**src/rtl/processador_pio_pkg.sv**
```systemverilog
// processador_pio_pkg: shared definitions for the processor-bus PIO blocks.
//   pio_addr_e : Avalon-MM word addresses of the PIO register map.
//   pio_edge_e : encodings for the EDGE_TYPE parameter of the input PIO.
package processador_pio_pkg;

  typedef enum logic [1:0] {
    ADDR_DATA    = 2'd0,
    ADDR_RSVD    = 2'd1,
    ADDR_IRQMASK = 2'd2,
    ADDR_EDGECAP = 2'd3
  } pio_addr_e;

  typedef enum int {
    EDGE_RISING  = 0,
    EDGE_FALLING = 1,
    EDGE_ANY     = 2
  } pio_edge_e;

endpackage

```
**src/rtl/processador_pio_in_sync_edge.sv**
```systemverilog
// pio_sync_edge: multi-flop synchronizer for the external input bus, a
// one-cycle history register, and per-bit edge detection.
//   i_clk, i_reset_n : clock, asynchronous active-low reset
//   i_in             : asynchronous external inputs
//   o_sync           : synchronized inputs
//   o_edge           : per-bit edge strobe of the kind chosen by EDGE_TYPE
module pio_sync_edge
  import processador_pio_pkg::*;
#(
  parameter int WIDTH       = 12,
  parameter int EDGE_TYPE   = 0,
  parameter int SYNC_STAGES = 2
) (
  input  logic             i_clk,
  input  logic             i_reset_n,
  input  logic [WIDTH-1:0] i_in,
  output logic [WIDTH-1:0] o_sync,
  output logic [WIDTH-1:0] o_edge
);

  logic [WIDTH-1:0] r_sync [SYNC_STAGES];
  logic [WIDTH-1:0] r_prev;

  always_ff @(posedge i_clk or negedge i_reset_n) begin
    if (!i_reset_n) begin
      for (int unsigned i = 0; i < SYNC_STAGES; i++) r_sync[i] <= '0;
      r_prev <= '0;
    end else begin
      r_sync[0] <= i_in;
      for (int unsigned i = 1; i < SYNC_STAGES; i++) r_sync[i] <= r_sync[i-1];
      r_prev <= r_sync[SYNC_STAGES-1];
    end
  end

  assign o_sync = r_sync[SYNC_STAGES-1];

  always_comb begin
    o_edge = '0;
    case (EDGE_TYPE)
      int'(EDGE_RISING):  o_edge = o_sync & ~r_prev;
      int'(EDGE_FALLING): o_edge = ~o_sync & r_prev;
      default:            o_edge = o_sync ^ r_prev;
    endcase
  end

endmodule

```
**src/rtl/processador_pio_in.sv**
```systemverilog
// processador_pio_in: Avalon-MM slave input PIO. Reports the synchronized
// input bus, latches selected edges into sticky flags, and raises a maskable
// level interrupt.
//   clk, reset_n        : bus clock, asynchronous active-low reset
//   address, chipselect : word address (0 DATA, 1 rsvd, 2 IRQMASK, 3 EDGECAP)
//   write_n, writedata  : active-low write strobe and data (upper bits unused)
//   in_port             : asynchronous external inputs
//   readdata            : registered, zero-extended read data (latency 1)
//   irq                 : level interrupt, |(EDGECAP & IRQMASK)
module processador_pio_in
  import processador_pio_pkg::*;
#(
  parameter int WIDTH       = 12,
  parameter int EDGE_TYPE   = 0,
  parameter int SYNC_STAGES = 2
) (
  input  logic             clk,
  input  logic             reset_n,
  input  logic [1:0]       address,
  input  logic             chipselect,
  input  logic             write_n,
  input  logic [31:0]      writedata,
  input  logic [WIDTH-1:0] in_port,
  output logic [31:0]      readdata,
  output logic             irq
);

  // Capture stays disabled until the synchronizer and history register have
  // both seen post-reset input, so a line already high at release is not
  // mistaken for an edge.
  localparam logic [2:0] ARM_DONE = 3'(SYNC_STAGES + 1);

  logic [WIDTH-1:0] w_sync, w_edge, w_wdata, w_set, w_clr;
  logic [WIDTH-1:0] r_irqmask, r_edgecap;
  logic [2:0]       r_arm_cnt;
  logic             w_armed, w_wr;
  logic [31:0]      w_rd_mux;

  pio_sync_edge #(
    .WIDTH       (WIDTH),
    .EDGE_TYPE   (EDGE_TYPE),
    .SYNC_STAGES (SYNC_STAGES)
  ) u_sync_edge (
    .i_clk     (clk),
    .i_reset_n (reset_n),
    .i_in      (in_port),
    .o_sync    (w_sync),
    .o_edge    (w_edge)
  );

  if (WIDTH < 32) begin : g_wdata_hi
    logic w_unused_wdata;
    assign w_unused_wdata = ^writedata[31:WIDTH];
  end

  assign w_wdata = writedata[WIDTH-1:0];
  assign w_wr    = chipselect && !write_n;
  assign w_armed = (r_arm_cnt == ARM_DONE);
  assign w_set   = w_armed ? w_edge : '0;
  assign w_clr   = (w_wr && address == ADDR_EDGECAP) ? w_wdata : '0;

  always_ff @(posedge clk or negedge reset_n) begin
    if (!reset_n)      r_arm_cnt <= '0;
    else if (!w_armed) r_arm_cnt <= r_arm_cnt + 3'd1;
  end

  always_ff @(posedge clk or negedge reset_n) begin
    if (!reset_n) r_irqmask <= '0;
    else if (w_wr && address == ADDR_IRQMASK) r_irqmask <= w_wdata;
  end

  // A new edge wins over a same-cycle write-1-to-clear of that bit.
  always_ff @(posedge clk or negedge reset_n) begin
    if (!reset_n) r_edgecap <= '0;
    else          r_edgecap <= w_set | (r_edgecap & ~w_clr);
  end

  always_comb begin
    w_rd_mux = '0;
    case (pio_addr_e'(address))
      ADDR_DATA:    w_rd_mux[WIDTH-1:0] = w_sync;
      ADDR_IRQMASK: w_rd_mux[WIDTH-1:0] = r_irqmask;
      ADDR_EDGECAP: w_rd_mux[WIDTH-1:0] = r_edgecap;
      default:      w_rd_mux = '0;
    endcase
  end

  always_ff @(posedge clk or negedge reset_n) begin
    if (!reset_n) readdata <= '0;
    else          readdata <= w_rd_mux;
  end

  assign irq = |(r_edgecap & r_irqmask);

endmodule

```
**config.mk**
```make
export PLATFORM = sky130hd
export DESIGN_NAME = processador_pio_in
export DESIGN_NICKNAME = d
export VERILOG_FILES = /design/src/rtl/processador_pio_pkg.sv /design/src/rtl/processador_pio_in_sync_edge.sv /design/src/rtl/processador_pio_in.sv
export SDC_FILE = /design/constraint.sdc
export NUM_CORES = 1
export LEC_CHECK = 0
export CELL_PAD_IN_SITES_DETAIL_PLACEMENT = 0
export CELL_PAD_IN_SITES_GLOBAL_PLACEMENT = 1
export CORE_UTILIZATION = 39
export CTS_BUF_LIST = sky130_fd_sc_hd__clkbuf_8
export DETAILED_ROUTE_END_ITERATION = 10
export PLACE_DENSITY_LB_ADDON = 0.1
export SKIP_LAST_GASP = 1
export SYNTH_ARGS = -nofsm -noshare
export SYNTH_HDL_FRONTEND = slang
export SYNTH_SLANG_ARGS = --single-unit
```
**constraint.sdc**
```tcl
create_clock -name clk -period 1.9 [get_ports clk]
set_clock_uncertainty 0.1 [all_clocks]
set_input_delay 0.38 -clock clk [delete_from_list [all_inputs] [get_ports clk]]
set_output_delay 0.38 -clock clk [all_outputs]
set_load 0.05 [all_outputs]
```
==> results.md, run 1 <==
* Status: finished, violations left
* Failing checks: negative setup slack
* Yosys warning count at 0
* Max VDD drop at around 0.5 mV
* Clock buffer depth at 2
* Critical-path maximum fanout at 2
* Drt pass-1 iters at 4
* DR iter-0 viols at 76
* DRC at 0
* Top cells by count, synth: 75 x dfrtp_1, 21 x buf_4, 21 x nand2_1
* # IOs at 83
* CP Cell Sequence: a22o_1 -> a221oi_2 -> nand3_1 -> buf_6
* Type of the worst setup path: reg -> out
* Clock transition at the registers of the reported paths at 80 ps
* Slew HR at 0.535
* Worst Tran Pin Value at about 700 ps
* Area contributors post-synth: dfrtp_1 66%, mux2_2 6.0%, buf_4 5.6%
* Clk sinks at 75
* Port Buffers at 42
* Seq/Total Area, Yosys at 0.664
* # fillers at between 500 and 600
* Worst Path Buf+Inv at 1
* Clock latency at the later pin of the worst-skew pair at approximately 340 ps
* Static Leakage at between 1.5 and 2 nW
* H-tree depth at 3
* CP Launch Type: flop
* Post-synth ARST share at 1.00
* Routed vias at between 1,500 and 2,000
* First-pass GRT wire length at 8990 um
* Final cycle utilization of the critical path at 1.08
* Gate Count Post-Synth at 190
* Dpl hpwl at about 3700 um
* Diode count at 0
* Avg Inst Size Synth at about 15 um2
* PwrDens at about 1000 nW/um2
* Synth Flop Type: dfrtp_1
* Largest net degree at the start of global routing at 40
* DP Area at 3350 um2
* Final #Nets at 305
* Grt ovf at 0
* Design area at about 3600 um2
* Placer Congestion at 0.749
* Initial antenna violation count at 0
* Worst min-delay path class: reg -> reg
* Fin. max-slew vios at 0
* Initial Util at 0.409
* CP max stage delay at roughly 390 ps
* CTS Buf Count at 9
* F_max at 0.488 GHz
* Clk Tree Root Cell: clkbuf_8
* Synth top area share at 0.664
* Synthesized flop and latch total at between 70 and 80
* WHS at roughly 250 ps
* Die width at around 87 um
* Hold Violations, Final at 0
* Worst endpoint required time at around 1400 ps
* Worst endpoint data arrival time at roughly 1600 ps
* Cell family with most CP delay: compound AO/OA/AOI/OAI gates
* Crit path capture type: output port
* Setup TNS Final at -150 ps
* Remaining antenna violation count after routing at 0
* Number of global-route vias before repair at ~1,800
* Cell area after synthesis at about 2800 um2
* CTS tree: built
* Per-cell routed wire length at ~15 um
* Number of cell rows at 30
* Final Total Pwr at ~3.8 mW
* Yosys cell types at 21
* Setup slack at placement at -328 ps
* GRT Total Usage at 0.165
* Min Clock Period, post-route at 2050 ps
* Die H at 87.1 um
* Most frequent cell after synthesis: dfrtp_1
* Via density at 4.72
* Syn-to-layout area delta at 28.1%
* Final worst slack at -150 ps
* Layout cells sized above 1 at 0.287
* Number of synthesized flops with an enable pin at 0
* Unrepaired setup endpoints after global routing: true
* Synth area leader: dfrtp_1
* Core Area at around 6900 um2
* Post-Route WL at about 5500 um
* CP max-delay cell: dfrtp_1
* Final setup vio count at 1
* Max_cap viols at 0
* Die area at approximately 7600 um2
## worst reg2reg max path, stage by stage (launching register included)
cell	delay, ps
dfrtp_1	400
ha_1	210
ha_1	300
buf_4	220
a32o_1	220
## per-stage QoR
stage | instances | utilization
6_report | 354 | 0.524
3_5_place_dp | 334 | 0.485
3_3_place_gp | 334 | 0.485
4_1_cts | 353 | 0.522
5_1_grt | 354 | 0.524
2_1_floorplan | 209 | -
## cells in the final DEF (no fill, tap or decap), types with 2 or more instances in the layout
master	n
a22o_1	15
bufinv_16	2
conb_1	20
nand2_1	21
a32o_1	3
clkbuf_8	9
o2bb2ai_1	9
a221oi_2	2
mux2_4	10
mux2_2	15
clkdlybuf4s50_1	28
buf_12	3
dfrtp_1	75
inv_1	5
buf_4	26
ha_1	2
clkinv_4	2
## final cells by class
type,count,area [um2],share of cell area
Clock buffer,9,124,0.0342
Multi-Input combinational cell,104,833,0.230
Timing Repair Buffer,59,557,0.154
Sequential cell,75,1880,0.518
Tap cell,96,120,0.0332
Clock inverter,7,93.8,0.0259
Inverter,4,15.0,0.00415
## where the power goes
group,internal [mW],switching [mW],leakage [nW],total [mW]
sequential,1.74,0.0895,0.852,1.83
combinational,0.287,0.345,0.662,0.632
clock,0.736,0.576,0.111,1.31
## kinds of logic after synthesis
logic type                 count (synthesis)  synth area share
DFF                                       75             0.664
AOI/OAI and AO/OA                         30            0.0943
buffers and inverters                     30            0.0717
muxes                                     26             0.116
and+or+nand+nor                           25            0.0403
adders and majority gates                  2           0.00885
other                                      1           0.00133
xor gates and xnor gates                   1           0.00310
## sequential cells by signal, indices dropped and copies added, names as in the netlist
name	flops
r_edgecap	12
readdata	12
u_sync_edge.r_prev	12
r_irqmask	12
u_sync_edge.r_sync	12
r_arm_cnt	3
u_sync_edge.o_sync	12
## metal layers
metal  GRT usage  up-vias  wire length, um
li1            -      757                -
met1       0.201      852             2350
met2       0.274       55             2770
met3      0.0626        7              276
met4      0.0492        0               70
met5           0        -                0
## timing repair
item / CTS / global route
gates resized for setup: 2 / 2
pin swaps: 1 / 1
hold buffers: 1 / 0
buffers inserted: 2 / 1
setup endpoints to repair: 1 / 13
endpoints found under the hold margin: 36 / 0
## final timing paths
check,from,end,slack (ps),depth (start not counted)
hold reg to reg,u_sync_edge.r_sync[19],u_sync_edge.o_sync[7],250,0
hold / removal,u_sync_edge.r_sync[19],u_sync_edge.o_sync[7],250,0
max in group asynchronous,reset_n,u_sync_edge.r_sync[17],690,3
setup / recovery,r_irqmask[3],irq,-150,4
setup reg to reg,r_arm_cnt[0],r_edgecap[1],360,4
min in group asynchronous,reset_n,readdata[1],430,2
(Power assumes the default switching activity.)
==> run 2: changes to the inputs <==
- SKIP_LAST_GASP: 1 -> not set
==> results of run 2 <==
The final DEF is identical to that of run 1; final timing and power are the same.
